`src/rtl/lane_map_pkg.sv`:
```
// Shared types and sizing helpers for the functional-lane mapper and its selector.
// Latency: n/a (package only).
// Backpressure: n/a (package only).
package lane_map_pkg;

  // Run sequencing: wait, gather samples, evaluate, hold result.
  typedef enum logic [1:0] {
    IDLE    = 2'd0,
    COLLECT = 2'd1,
    DECIDE  = 2'd2,
    DONE    = 2'd3
  } state_t;

  // Width of the sample counter and timeout timer.
  // Both share one width so a single comparator style serves both.
  function automatic int cnt_width(input int num_samples, input int timeout_cycles);
    int max_val;
    max_val = (num_samples > timeout_cycles) ? num_samples : timeout_cycles;
    return $clog2(max_val + 1);
  endfunction

  // Lanes per group. Group g owns lanes [g*LPG +: LPG].
  function automatic int lanes_per_group(input int num_lanes, input int num_groups);
    return num_lanes / num_groups;
  endfunction

endpackage

```
`src/rtl/lane_group_selector.sv`:
```
// Combinational lane-group selector: accumulated pass vector -> enabled-group mask.
// Latency: zero cycles (purely combinational).
// Backpressure: none; the caller decides when the result is sampled.
module lane_group_selector
  import lane_map_pkg::*;
#(
  parameter int NUM_LANES  = 16,
  parameter int NUM_GROUPS = 2
) (
  input  logic [NUM_LANES-1:0]  i_acc,
  output logic [NUM_GROUPS-1:0] o_mask,
  output logic                  o_degraded
);

  localparam int LPG = lanes_per_group(NUM_LANES, NUM_GROUPS);

  logic [NUM_GROUPS-1:0] w_group_pass;

  // A group is usable only when every one of its lanes passed every sample.
  genvar g;
  generate
    for (g = 0; g < NUM_GROUPS; g++) begin : g_pass
      assign w_group_pass[g] = &i_acc[g*LPG +: LPG];
    end
  endgenerate

  // Full width if every group is clean, otherwise the highest clean group alone.
  always_comb begin
    o_mask = '0;
    if (&w_group_pass) begin
      o_mask = '1;
    end else begin
      // Ascending scan: the last hit is the highest-indexed passing group.
      for (int i = 0; i < NUM_GROUPS; i++) begin
        if (w_group_pass[i]) begin
          o_mask    = '0;
          o_mask[i] = 1'b1;
        end
      end
    end
  end

  assign o_degraded = (o_mask != {NUM_GROUPS{1'b1}});

endmodule

```
`src/rtl/functional_lane_mapper.sv`:
```
// Lane-degrade decision for functional-lane setup; optional LANE_MAP_REVERSAL_EN adds i_lane_reversal.
// Latency: i_start -> o_done in NUM_SAMPLES+2 cycles minimum; timeout after TIMEOUT_CYCLES in COLLECT.
// Backpressure: none; i_start while busy and i_result_valid outside COLLECT are dropped.
module functional_lane_mapper
  import lane_map_pkg::*;
#(
  parameter int NUM_LANES      = 16,
  parameter int NUM_GROUPS     = 2,
  parameter int NUM_SAMPLES    = 4,
  parameter int TIMEOUT_CYCLES = 1024
) (
  input  logic                  CLK,
  input  logic                  rst,
  input  logic                  i_start,
  input  logic                  i_result_valid,
  input  logic [NUM_LANES-1:0]  i_result,
`ifdef LANE_MAP_REVERSAL_EN
  input  logic                  i_lane_reversal,
`endif
  output logic                  o_busy,
  output logic [NUM_GROUPS-1:0] o_functional_groups,
  output logic                  o_degraded,
  output logic                  o_timeout,
  output logic                  o_done
);

  localparam int              CW          = cnt_width(NUM_SAMPLES, TIMEOUT_CYCLES);
  localparam logic [CW-1:0]   LAST_SAMPLE = CW'(NUM_SAMPLES - 1);
  localparam logic [CW-1:0]   LAST_TICK   = CW'(TIMEOUT_CYCLES - 1);
  localparam logic [CW-1:0]   CNT_ONE     = CW'(1);

  state_t                r_state;
  state_t                w_state_nxt;

  logic [NUM_LANES-1:0]  w_sample;
  logic [NUM_LANES-1:0]  r_acc;
  logic [CW-1:0]         r_sample_cnt;
  logic [CW-1:0]         r_timer;

  logic                  w_last_sample;
  logic                  w_expire;

  logic [NUM_GROUPS-1:0] w_mask;
  logic                  w_mask_degraded;

  logic [NUM_GROUPS-1:0] r_groups;
  logic                  r_degraded;
  logic                  r_timeout;

  // ---------------------------------------------------------------------------
  // Sample conditioning: optional lane-order reversal ahead of the accumulator.
  // Reversing the sample (rather than the mask) means the group mask comes out
  // already expressed in the reversed lane order.
  // ---------------------------------------------------------------------------
`ifdef LANE_MAP_REVERSAL_EN
  logic [NUM_LANES-1:0] w_reversed;

  genvar l;
  generate
    for (l = 0; l < NUM_LANES; l++) begin : g_rev
      assign w_reversed[l] = i_result[NUM_LANES-1-l];
    end
  endgenerate

  assign w_sample = i_lane_reversal ? w_reversed : i_result;
`else
  assign w_sample = i_result;
`endif

  // The final sample beats a simultaneous timer expiry.
  assign w_last_sample = i_result_valid && (r_sample_cnt == LAST_SAMPLE);
  assign w_expire      = (r_timer == LAST_TICK);

  // ---------------------------------------------------------------------------
  // Group evaluation on the accumulated history.
  // ---------------------------------------------------------------------------
  lane_group_selector #(
    .NUM_LANES  (NUM_LANES),
    .NUM_GROUPS (NUM_GROUPS)
  ) u_selector (
    .i_acc      (r_acc),
    .o_mask     (w_mask),
    .o_degraded (w_mask_degraded)
  );

  // State register.
  always_ff @(posedge CLK) begin
    if (rst) begin
      r_state <= IDLE;
    end else begin
      r_state <= w_state_nxt;
    end
  end

  // Next-state logic; DECIDE is a single evaluation cycle.
  always_comb begin
    w_state_nxt = r_state;
    case (r_state)
      IDLE: begin
        if (i_start) w_state_nxt = COLLECT;
      end
      COLLECT: begin
        if (w_last_sample) begin
          w_state_nxt = DECIDE;
        end else if (w_expire) begin
          w_state_nxt = DONE;
        end
      end
      DECIDE: begin
        w_state_nxt = DONE;
      end
      DONE: begin
        if (i_start) w_state_nxt = COLLECT;
      end
      default: begin
        w_state_nxt = IDLE;
      end
    endcase
  end

  // Accumulator, counters and result registers. The previous mask is kept
  // through a new run so downstream sees a stable lane map until the decision.
  always_ff @(posedge CLK) begin
    if (rst) begin
      r_acc        <= '1;
      r_sample_cnt <= '0;
      r_timer      <= '0;
      r_groups     <= '1;
      r_degraded   <= 1'b0;
      r_timeout    <= 1'b0;
    end else begin
      case (r_state)
        IDLE, DONE: begin
          if (i_start) begin
            r_acc        <= '1;
            r_sample_cnt <= '0;
            r_timer      <= '0;
            r_degraded   <= 1'b0;
            r_timeout    <= 1'b0;
          end
        end
        COLLECT: begin
          r_timer <= r_timer + CNT_ONE;
          if (i_result_valid) begin
            r_acc        <= r_acc & w_sample;
            r_sample_cnt <= r_sample_cnt + CNT_ONE;
          end
          if (!w_last_sample && w_expire) begin
            r_groups   <= '0;
            r_degraded <= 1'b1;
            r_timeout  <= 1'b1;
          end
        end
        DECIDE: begin
          r_groups   <= w_mask;
          r_degraded <= w_mask_degraded;
        end
        default: begin
          r_timer <= r_timer;
        end
      endcase
    end
  end

  assign o_busy              = (r_state == COLLECT) || (r_state == DECIDE);
  assign o_done              = (r_state == DONE);
  assign o_functional_groups = r_groups;
  assign o_degraded          = r_degraded;
  assign o_timeout           = r_timeout;

endmodule

```
`config.mk`:
```
export PLATFORM = sky130hd
export DESIGN_NAME = functional_lane_mapper
export DESIGN_NICKNAME = d
export VERILOG_FILES = /design/src/rtl/lane_map_pkg.sv /design/src/rtl/lane_group_selector.sv /design/src/rtl/functional_lane_mapper.sv
export SDC_FILE = /design/constraint.sdc
export NUM_CORES = 1
export LEC_CHECK = 0
export ABC_CLOCK_PERIOD_IN_PS = 2500
export CAP_MARGIN = 15
export CORE_MARGIN = 10
export CORE_UTILIZATION = 54
export CTS_BUF_LIST = sky130_fd_sc_hd__clkbuf_16
export CTS_CLUSTER_DIAMETER = 200
export DETAILED_ROUTE_END_ITERATION = 8
export GPL_ROUTABILITY_DRIVEN = 0
export PLACE_DENSITY = 0.75
export REMOVE_ABC_BUFFERS = 1
export SYNTH_ARGS = -nofsm -noshare
export SYNTH_HDL_FRONTEND = slang
export SYNTH_SLANG_ARGS = --single-unit
```
`constraint.sdc`:
```
create_clock -name CLK -period 2.5 [get_ports CLK]
set_clock_uncertainty 0.1 [all_clocks]
set_input_delay 0.25 -clock CLK [delete_from_list [all_inputs] [get_ports CLK]]
set_output_delay 0.25 -clock CLK [all_outputs]
set_load 0.1 [all_outputs]
```
==> results.sh <==
export IMPL_status="complete, no violations"
export IMPL_cpMaxStageDelayCell="ha_1"
export IMPL_viasPerCell=5.53
export IMPL_worstPathRequired_ns=2.61
export IMPL_critPathKind="reg -> reg"
export IMPL_drt_initial_drc_count=62
export IMPL_antenna_found_initial=0
export IMPL_cts_tree="built"
export IMPL_fmax_ghz=0.449
export IMPL_final_common_cell="dfxtp_1"
export IMPL_dpl_cell_area_um2=2300
export IMPL_ctsLongestPathBuffers=2
export IMPL_reg2reg_depth=5
export IMPL_hpwl_um=2990
export IMPL_io_buffers=25
export IMPL_cpPeakStageDelay_ns=0.49
export IMPL_async_flop_share_pct=0
export IMPL_start_util_pct=55.7
export IMPL_cts_made_buffers=5
export IMPL_layout_common_cells="44 x dfxtp_1, 27 x nand2_1, 25 x nor2_1"
export IMPL_synth_area_um2=2020
export IMPL_synth_edff_count=0
export IMPL_htree_levels=2
export IMPL_syn_to_final_growth_pct=21.7
export IMPL_critPathArrivalTime_ns=2.34
export IMPL_syn_inst=228
export IMPL_ys_seq_area_share_pct=43.5
export IMPL_power_density_nw_per_um2=1030
export IMPL_p_total_mw=2.54
export IMPL_cp_max_fo=19
export IMPL_grt_pass1_wl_um=6890
export IMPL_via_count=1682
export IMPL_antenna_left=0
export IMPL_setup_viol=0
export IMPL_num_nets_final=281
export IMPL_p_leak_nw=0.897
export IMPL_cts_root_buf="clkbuf_16"
export IMPL_insertion_delay_ns=0.29
export IMPL_coreArea_um2=3630
export IMPL_synth_cell_type_count=46
export IMPL_drt_first_pass_iters=4
export IMPL_critical_path_top_delay_family="compound AO/OA/AOI/OAI gates"
export IMPL_cts_setup_buffers=0
export IMPL_path_clk_slew_ns=0.06
export IMPL_period_share_pct=89.1
export IMPL_synth_area_leaders="dfxtp_1 44%, o21ai_0 5.4%, nand2_1 5.0%"
export IMPL_end_kind="flip-flop"
export IMPL_final_cells=304
export IMPL_ys_warn_count=0
export IMPL_yosys_register_bits=44
export IMPL_die_area_um2=6600
export IMPL_path_cells="inv_1 > ha_1 > mux2_4 > a21o_1 > a21oi_1"
export IMPL_synth_area_per_cell_um2=8.87
export IMPL_synth_ff_type="dfxtp_1"
export IMPL_fin_area_um2=2460
export IMPL_finalCriticalPeriod_ns=2.23
export IMPL_finalSetupTns_ns=0
export IMPL_drv_cap=0
export IMPL_routedWlPerCell_um=13.9
export IMPL_rsz0062_at_grt="false"
export IMPL_hold_viol=0
export IMPL_io_pin_count=26
export IMPL_diodes=0
export IMPL_clock_sinks=44
export IMPL_maxSlewHeadroom_pct=60.8
export IMPL_cts_hold_fix_buffers=0
export IMPL_hold_class="reg -> reg"
export IMPL_worst_path_buf_inv=1
export IMPL_crit_cells=5
export IMPL_dp_cells=296
export IMPL_ir_worst_vdd_mv=0.890
export IMPL_drc=0
export IMPL_post_cts_resized=0
export IMPL_die_w_um=81.2
export IMPL_grtUsageTotal_pct=13.1
export IMPL_start_kind="flip-flop"
export IMPL_yosysTopAreaCellShare_pct=43.5
export IMPL_tightestPinTransition_ns=0.587
export IMPL_die_y_um=81.2
export IMPL_grt_overflow_total=0
export IMPL_post_synth_top_area_cell="dfxtp_1"
export IMPL_holdPathStages=2
export IMPL_drive_gt1_share_pct=9.77
export IMPL_drv_slew=0
export IMPL_fp_row_count=22
export IMPL_grt_start_max_net_pins=20
export IMPL_wl_um=4230
export IMPL_grt_pass1_vias=1548
==> final timing paths <==
path | startpoint | endpoint | slack (ns)
max | r_state[0]$_SDFFE_PP0P_ | r_timer[8]$_SDFFE_PP0P_ | 0.27
min | r_acc[6]$_SDFFE_PP1P_ | r_acc[6]$_SDFFE_PP1P_ | 0.36
max reg2reg | r_state[0]$_SDFFE_PP0P_ | r_timer[8]$_SDFFE_PP0P_ | 0.27
min reg2reg | r_acc[6]$_SDFFE_PP1P_ | r_acc[6]$_SDFFE_PP1P_ | 0.36
==> metrics by stage <==
step                      hold slack [ns]  utilization, %  worst slack [ns]
after floorplan                     0.219               -             0.490
after global placement              0.347            63.3             0.347
after detailed placement            0.354            63.3             0.265
after CTS                           0.365            67.8             0.253
after global routing                0.380            67.8            0.0447
final                               0.364            67.8             0.272
==> logic make-up (layout without fill, tap and decap cells) <==
| group | count (synthesis) | after routing | share of synthesized area [%] |
|---|---|---|---|
| AND/OR/NAND/NOR | 102 | 102 | 27.2 |
| AO/OA/AOI/OAI | 46 | 46 | 14.0 |
| flip-flops | 44 | 44 | 43.5 |
| buffers and inverters | 13 | 41 | 3.65 |
| XOR/XNOR | 12 | 12 | 5.20 |
| adder cells (fa/ha/maj) | 6 | 6 | 3.71 |
| multiplexers | 5 | 5 | 2.72 |
==> sequential cells by signal, summed over array words and instances (netlist names) <==
signal,cells
r_acc,16
r_sample_cnt,11
r_timer,11
o_functional_groups,2
r_state,2
o_degraded,1
o_timeout,1
==> report_power, final <==
group          switching, mW  internal (mW)
Sequential            0.0645          0.809
Combinational          0.628          0.312
Clock                  0.263          0.466
Total                  0.956           1.59
==> layout make-up <==
cell class              instances  area, µm²
repair buffers                 28        270
clock buffers                   5        125
multi-input cells             171       1070
well taps                      48       60.1
fillers                       305       1170
inverters                       5       18.8
flip-flops and latches         44        881
clock inverters                 3       38.8
==> worst min-delay path: stages (launching register included) <==
cell and delay [ns]:
dfxtp_1 0.31, o21ai_0 0.06, nand2_1 0.05
==> cell usage after synthesis, types with 3 or more instances <==
cell type,n
buf_6,3
inv_1,5
clkbuf_1,3
ha_1,6
nand3_1,7
nor2_1,25
nand2_1,27
xor2_1,9
nand4_1,13
a21oi_1,10
o21ai_0,22
xnor2_1,3
nor3_1,5
or3_1,7
mux2i_1,4
dfxtp_1,44
==> metal layers <==
| layer | wire [µm] | vias to the layer above | GRT usage, % |
|---|---|---|---|
| met3 | 147 | 8 | 3.97 |
| met5 | 0 | - | 0 |
| met2 | 1930 | 22 | 20.0 |
| met4 | 80 | 0 | 6.75 |
| met1 | 2070 | 784 | 16.3 |
| li1 | - | 868 | - |
Note: power is estimated with default switching activity, not from simulation.
